[src/rtl/arbiter_r1_4ph.sv]
// Two-client mutual-exclusion arbiter for 4-phase (return-to-zero) req/ack
// channels. The winning client's handshake is forwarded to one shared
// downstream channel (r0/a0). Ties are broken round-robin.
//
// Handshake: a client raises ri and holds it until ai=1, then drops ri and
// waits for ai=0 before raising again. Downstream, r0 rises and stays high
// until a0=1, and r0 falls and stays low until a0=0. ai follows a0: it rises
// only after a0 is seen high and falls only after a0 is seen low.
module arbiter_r1_4ph #(
  parameter int SYNC_STAGES = 2
) (
  input  logic clk,
  input  logic rst,
  input  logic r1,
  output logic a1,
  input  logic r2,
  output logic a2,
  output logic r0,
  input  logic a0
);

  typedef enum logic [2:0] {
    S_IDLE = 3'd0,
    S_REQ1 = 3'd1,
    S_ACK1 = 3'd2,
    S_REL1 = 3'd3,
    S_REQ2 = 3'd4,
    S_ACK2 = 3'd5,
    S_REL2 = 3'd6
  } state_t;

  // {a0, r2, r1} before and after synchronization
  logic [2:0] raw_in;
  logic [2:0] sync_in;
  logic       r1_s;
  logic       r2_s;
  logic       a0_s;

  assign raw_in = {a0, r2, r1};

  generate
    if (SYNC_STAGES == 0) begin : g_nosync
      assign sync_in = raw_in;
    end else begin : g_sync
      logic [2:0] sync_q [SYNC_STAGES];
      logic [2:0] sync_d [SYNC_STAGES];

      // Shift chain: stage 0 captures the raw inputs, each later stage copies the previous one
      always_comb begin
        sync_d[0] = raw_in;
        for (int i = 1; i < SYNC_STAGES; i++) begin
          sync_d[i] = sync_q[i-1];
        end
      end

      // Synchronizer flops, cleared on reset so stale inputs re-enter in lock-step
      always_ff @(posedge clk) begin
        for (int i = 0; i < SYNC_STAGES; i++) begin
          if (rst) begin
            sync_q[i] <= 3'b000;
          end else begin
            sync_q[i] <= sync_d[i];
          end
        end
      end

      assign sync_in = sync_q[SYNC_STAGES-1];
    end
  endgenerate

  assign r1_s = sync_in[0];
  assign r2_s = sync_in[1];
  assign a0_s = sync_in[2];

  state_t state_q, state_d;
  logic   ptr_q, ptr_d;   // 0: client 1 wins the next tie, 1: client 2
  logic   a1_q, a1_d;
  logic   a2_q, a2_d;
  logic   r0_q, r0_d;

  // Next-state logic; outputs are decoded from the next state so they leave flops
  always_comb begin
    state_d = state_q;
    ptr_d   = ptr_q;
    case (state_q)
      S_IDLE: begin
        // A new grant needs a quiet downstream ack, so a stale a0 cannot leak into ai
        if (!a0_s) begin
          if (r1_s && r2_s) begin
            state_d = ptr_q ? S_REQ2 : S_REQ1;
          end else if (r1_s) begin
            state_d = S_REQ1;
          end else if (r2_s) begin
            state_d = S_REQ2;
          end
        end
      end
      S_REQ1: if (a0_s)  state_d = S_ACK1;
      S_ACK1: if (!r1_s) state_d = S_REL1;
      S_REL1: begin
        if (!a0_s) begin
          state_d = S_IDLE;
          ptr_d   = 1'b1;
        end
      end
      S_REQ2: if (a0_s)  state_d = S_ACK2;
      S_ACK2: if (!r2_s) state_d = S_REL2;
      S_REL2: begin
        if (!a0_s) begin
          state_d = S_IDLE;
          ptr_d   = 1'b0;
        end
      end
      default: state_d = S_IDLE;
    endcase

    r0_d = (state_d == S_REQ1) || (state_d == S_ACK1) ||
           (state_d == S_REQ2) || (state_d == S_ACK2);
    a1_d = (state_d == S_ACK1) || (state_d == S_REL1);
    a2_d = (state_d == S_ACK2) || (state_d == S_REL2);
  end

  // State, pointer and registered outputs
  always_ff @(posedge clk) begin
    if (rst) begin
      state_q <= S_IDLE;
      ptr_q   <= 1'b0;
      r0_q    <= 1'b0;
      a1_q    <= 1'b0;
      a2_q    <= 1'b0;
    end else begin
      state_q <= state_d;
      ptr_q   <= ptr_d;
      r0_q    <= r0_d;
      a1_q    <= a1_d;
      a2_q    <= a2_d;
    end
  end

  assign r0 = r0_q;
  assign a1 = a1_q;
  assign a2 = a2_q;

endmodule

[config.mk]
export PLATFORM = sky130hd
export DESIGN_NAME = arbiter_r1_4ph
export DESIGN_NICKNAME = d
export VERILOG_FILES = /design/src/rtl/arbiter_r1_4ph.sv
export SDC_FILE = /design/constraint.sdc
export NUM_CORES = 1
export LEC_CHECK = 0
export CAP_MARGIN = 5
export CORE_AREA = 2 2 39 41
export CTS_BUF_LIST = sky130_fd_sc_hd__clkbuf_4 sky130_fd_sc_hd__clkbuf_8
export CTS_CLUSTER_DIAMETER = 30
export DETAILED_ROUTE_END_ITERATION = 7
export DIE_AREA = 0 0 41 43
export GPL_TIMING_DRIVEN = 0
export MAX_ROUTING_LAYER = met4
export SLEW_MARGIN = 30
export SYNTH_ARGS = -nofsm -noshare
export SYNTH_HDL_FRONTEND = slang
export SYNTH_SLANG_ARGS = --single-unit
[constraint.sdc]
create_clock -name clk -period 2.4 [get_ports clk]
set_input_delay 0.24 -clock clk [delete_from_list [all_inputs] [get_ports clk]]
set_output_delay 0.24 -clock clk [all_outputs]
set_load 0.02 [all_outputs]
**Yosys cells after proc, flatten, opt, wreduce, memory -nomap -nowiden**

Memories as Yosys holds them, arrays and structs flattened.
Cells that the tools add are included.

- Register bits after elaboration: 7
- Memory bits (writable): 6
- Input port bits: 5
- Output and inout port bits: 3
- Word-level logic and storage cells: 51
- Memories kept: 1

- Equality and inequality tests: 14
- Multiplexer cells: 19
- Bitwise gates (word level): 2
- Reduce and logical (&&, ||, !) cells: 10

Memory list:

| name | words | width | rd ports | clocked after memory_dff | write ports | line | source |
|---|---|---|---|---|---|---|---|
| g_sync.sync_q | 2 | 3 | 2 | 0 | 2 | 45 | `logic [2:0] sync_q [SYNC_STAGES];` |

Operators with widths:

| kind | count |
|---|---|
| 3-bit two-way mux | 12 |
| 3-bit == test (second input constant) | 6 |
| 3-bit one-hot mux with 6 select lines | 1 |
| 3-bit by 2-bit == test with 1-bit output (second input constant) | 4 |
| 3-bit by 1-bit == test with 1-bit output (second input constant) | 2 |
| 1-bit logical OR | 5 |
| 1-bit two-way mux | 5 |
| 2-bit != test (second input constant) | 2 |
| 3-bit logical NOT | 1 |
| 3-bit AND reduction | 1 |
| 1-bit bitwise OR | 2 |
| 1-bit one-hot mux with 2 select lines | 1 |
| 2-bit nonzero test | 1 |
| 2-bit OR reduction | 1 |
| 1-bit logical AND | 1 |

**Depth between registers and ports, before layout**

- Depth after elaboration: 9
- Mapped depth: 6
- Depth with buffers taken out: 5

**Worst setup path after synthesis**

Ideal clock, no wire load.

- Path type: reg-to-reg
- Start: reg state_q[1]
- End: reg r0_q, in the netlist r0
- Setup time: 0.072 ns
- Data arrival time: 1.406 ns
- Required time: 2.328 ns
- Setup slack: 0.922 ns
- Stages on the path, launching flop included: 6
- Period minus slack after synthesis: 1.478 ns
- Path through: dfxtp_1 -> or4b_1 -> a211oi_2 -> a2111oi_2 -> nand2_1 -> mux2i_1

- Cells in the longest elaborated chain, start to end: 9
- Elaborated cells on any way between the ends: 25

RTL lines:

| element | line | source |
|---|---|---|
| start, declared | 75 | `state_t state_q, state_d;` |
| start signal, assigned | 132 | `state_q <= state_d;` |
| 3-bit two-way mux | 93 | `end else if (r2_s) begin` |
| 3-bit two-way mux | 91 | `end else if (r1_s) begin` |
| 3-bit two-way mux | 89 | `if (r1_s && r2_s) begin` |
| 3-bit two-way mux | 88 | `if (!a0_s) begin` |
| 3-bit one-hot mux with 6 select lines (*) | 85 | `case (state_q)` |
| 3-bit by 1-bit == test with 1-bit output / 3-bit by 2-bit == test with 1-bit output (equally long branches) | 117 | `r0_d = (state_d == S_REQ1) \|\| (state_d == S_ACK1) \|\|` |
| 1-bit logical OR (2 in a row) | 117 |  |
| 1-bit logical OR (*) | 118 | `(state_d == S_REQ2) \|\| (state_d == S_ACK2);` |
| end signal, assigned | 134 | `r0_q <= r0_d;` |
| end, declared | 79 | `logic r0_q, r0_d;` |

Mark *: on every way between the ends. The rest lies on a longest branch, timed or not.
A chain may end at the register's enable or synchronous reset.

**Worst setup path in the final report**

Ends and elaborated chain as after synthesis.

==> flow_metrics.py <==
metrics = {
    "status": {
        "outcome": "finished, final reports clean",
    },
    "pwr": {
        "vdd_drop_max_mv": 0.481,
        "netSwitchingPower_w": 0.000106,
        "power.share.sequential": 0.524,
        "power.density_mw_per_mm2": 662,
        "pwr-share-comb": 0.159,
        "clock_power_share": 0.317,
        "p_leak_nw": 0.264,
        "swShare": 0.237,
        "p_int_w": 0.000342,
    },
    "logic_synthesis": {
        "synth.avg_cell_area_um2": 9.77,
        "netlist.area_leader.share": 0.467,
        "yosysSeqAreaShare": 0.467,
        "synth-async-reset-ratio": 0,
        "synth.cell_area_um2": 557,
        "synth_nets": 62,
        "ys_ff_latch": 13,
        "synth_area_leaders": "dfxtp_1 47%, nor2b_1 9.0%, nor2_1 5.4%",
        "synth_top_area_cell": "dfxtp_1",
        "synthCells": 57,
        "synth-warning-count": 0,
        "synth-main-ff-cell": "dfxtp_1",
        "ys_types": 26,
        "synth_edf_count": 0,
    },
    "clock_network": {
        "numCtsBuffers": 3,
        "path_clk_slew_ns": 0.08,
        "cts_tree": "yes",
        "cts_setup_buffers": 0,
        "htreeDepth": 1,
        "cts_hold_buf": 0,
        "clock_latency_ns": 0.27,
        "cts_buffer_depth": 2,
        "cts-root-buf": "clkbuf_4",
        "post_cts_resized": 0,
        "clock_sinks": 13,
    },
    "die": {
        "fp.dieH_um": 43,
        "core_mm2": 0.00138,
        "initial_utilization": 0.402,
        "io_pins": 8,
        "die_area_mm2": 0.00176,
        "die_w_um": 41,
        "rows": 14,
    },
    "final_layout": {
        "antenna_cells": 0,
        "n_fill_cell": 144,
        "area_growth_pct": 21.6,
        "layout.nets": 74,
        "layout_commonest_cell": "dfxtp_1",
        "utilization": 0.489,
        "layout_common_cells": "13 x dfxtp_1, 8 x nor2b_1, 8 x nor2_1, 7 x clkdlybuf4s50_1, 4 x clkbuf_4",
        "drive_above_1_share": 0.176,
    },
    "place": {
        "port_buffers": 7,
        "gp_congestion": 0.696,
        "dpl.hpwl_um": 645,
        "pre_cts_ws_ns": 0.785,
    },
    "routing": {
        "wl_met1_um": 461,
        "post_drt_wl_per_cell_um": 10.3,
        "drtAntennaViolNets": 0,
        "drcViolationCount": 0,
        "drt-vias-per-instance": 4.73,
        "drt-total-wl_um": 869,
        "drtIter0Drc": 3,
        "wl_met3_um": 27,
        "routed.top_layer": "met4",
        "dr_wl_met2_um": 359,
        "dr.pass1.iters": 4,
        "vias": 397,
    },
    "timing": {
        "finalHoldViolations": 0,
        "setup_violations": 0,
        "drv_slew": 0,
        "slew_headroom": 0.635,
        "period_share": 0.674,
        "finClkSkew_ns": 0.00525,
        "finalSetupTns_ns": 0,
        "layout_min_cycle_time_ns": 1.62,
        "fin_hold_ws_ns": 0.441,
        "max_freq_mhz": 618,
        "setup_slack_ns": 0.782,
        "worst_pin_slew_ns": 0.547,
        "rsz0062_at_grt": "false",
    },
    "worst_setup_path": {
        "worstPathRequired_ns": 2.57,
        "crit_path_start_kind": "register",
        "startpoint": "state_q[1]",
        "cp_slowest_cell": "a2111oi_2",
        "r2r_cells": 5,
        "end_kind": "register",
        "max_stage_delay_ns": 0.58,
        "worst_r2r_startpoint": "state_q[1]",
        "cp_max_fo": 7,
        "crit_chain": "nand2b_1, o22ai_1, a2111oi_2, nand2_1, mux2i_1",
        "cp.arrival_ns": 1.79,
        "critical_path_class": "register to register",
        "reg2reg_slack_ns": 0.78,
        "regToRegEndpoint": "r0",
        "crit_family": "compound AO/OA/AOI/OAI gates",
        "critPathBufInv": 0,
    },
    "worst_hold_path": {
        "worst_hold_path.endpoint": "g_sync.sync_q[1][0]",
        "min_from": "g_sync.sync_q[0][0]",
        "whs_path_depth": 1,
        "min_path_type": "register to register",
    },
    "global_route": {
        "antenna_found_initial": 0,
        "grt_pass1_wl_um": 1370,
        "overflow": 0,
        "grt_pass1_vias": 327,
        "grt_usage": 0.126,
        "grt_max_degree": 11,
    },
    "run": {
        "maxCapViolCount": 0,
    },
}
[synth_stat cells (2+ instances only)]
| cell type | instances |
|---|---|
| nor2_1 | 8 |
| mux2i_1 | 2 |
| dfxtp_1 | 13 |
| a211oi_2 | 2 |
| nor2b_1 | 8 |
| inv_1 | 2 |
| nand2b_1 | 2 |
| nand2_1 | 2 |
[power by group through the flow]
stage          logic [W]  registers, W  clock network (W)
6_report       0.0000712      0.000235           0.000142
2_1_floorplan  0.0000472      0.000243                  0
5_1_grt        0.0000782      0.000237           0.000155
3_3_place_gp   0.0000711      0.000240                  0
4_1_cts        0.0000717      0.000235           0.000145
3_5_place_dp   0.0000716      0.000240                  0
[stage by stage]
stage	total power [W]	cell area [um^2]	instances
2_1_floorplan	0.000290	557	57
5_1_grt	0.000470	677	84
3_5_place_dp	0.000312	647	80
4_1_cts	0.000452	677	84
3_3_place_gp	0.000311	647	80
6_report	0.000448	677	84
[final cells by class]
| class | instances | area, um^2 | share of cell area |
|---|---|---|---|
| Clock buffer | 4 | 30.0 | 0.0444 |
| Sequential cell | 13 | 260 | 0.384 |
| Timing Repair Buffer | 7 | 70.1 | 0.104 |
| Tap cell | 16 | 20.0 | 0.0296 |
| Buffer | 3 | 22.5 | 0.0333 |
| Inverter | 2 | 7.51 | 0.0111 |
| Multi-Input combinational cell | 39 | 267 | 0.394 |
[worst max-delay path by stage]
stage / endpoint / depth (start not counted) / slack (ns)
2_1_floorplan: r0 / 5 / 0.92
3_3_place_gp: r0 / 5 / 0.80
3_5_place_dp: r0 / 5 / 0.78
4_1_cts: r0 / 5 / 0.77
5_1_grt: r0 / 5 / 0.68
6_report: r0 / 5 / 0.78
[registers in the layout, summed over array words and instances (netlist names)]
register	count
ptr_q	1
r0	1
g_sync.sync_q	6
a1	1
state_q	3
a2	1
[metal layers]
metal | track usage | up-vias
met5 | - | -
met4 | 0.100 | 0
met2 | 0.150 | 6
met1 | 0.162 | 170
met3 | 0.0471 | 2
li1 | - | 219
[logic make-up after synthesis]
logic type / Yosys count / share of synthesized area
AOI/OAI and AO/OA: 9 / 0.151
buffers and inverters: 5 / 0.0539
DFF: 13 / 0.467
muxes: 2 / 0.0360
and+or+nand+nor: 28 / 0.292
Power figures use the tool's default switching activity.
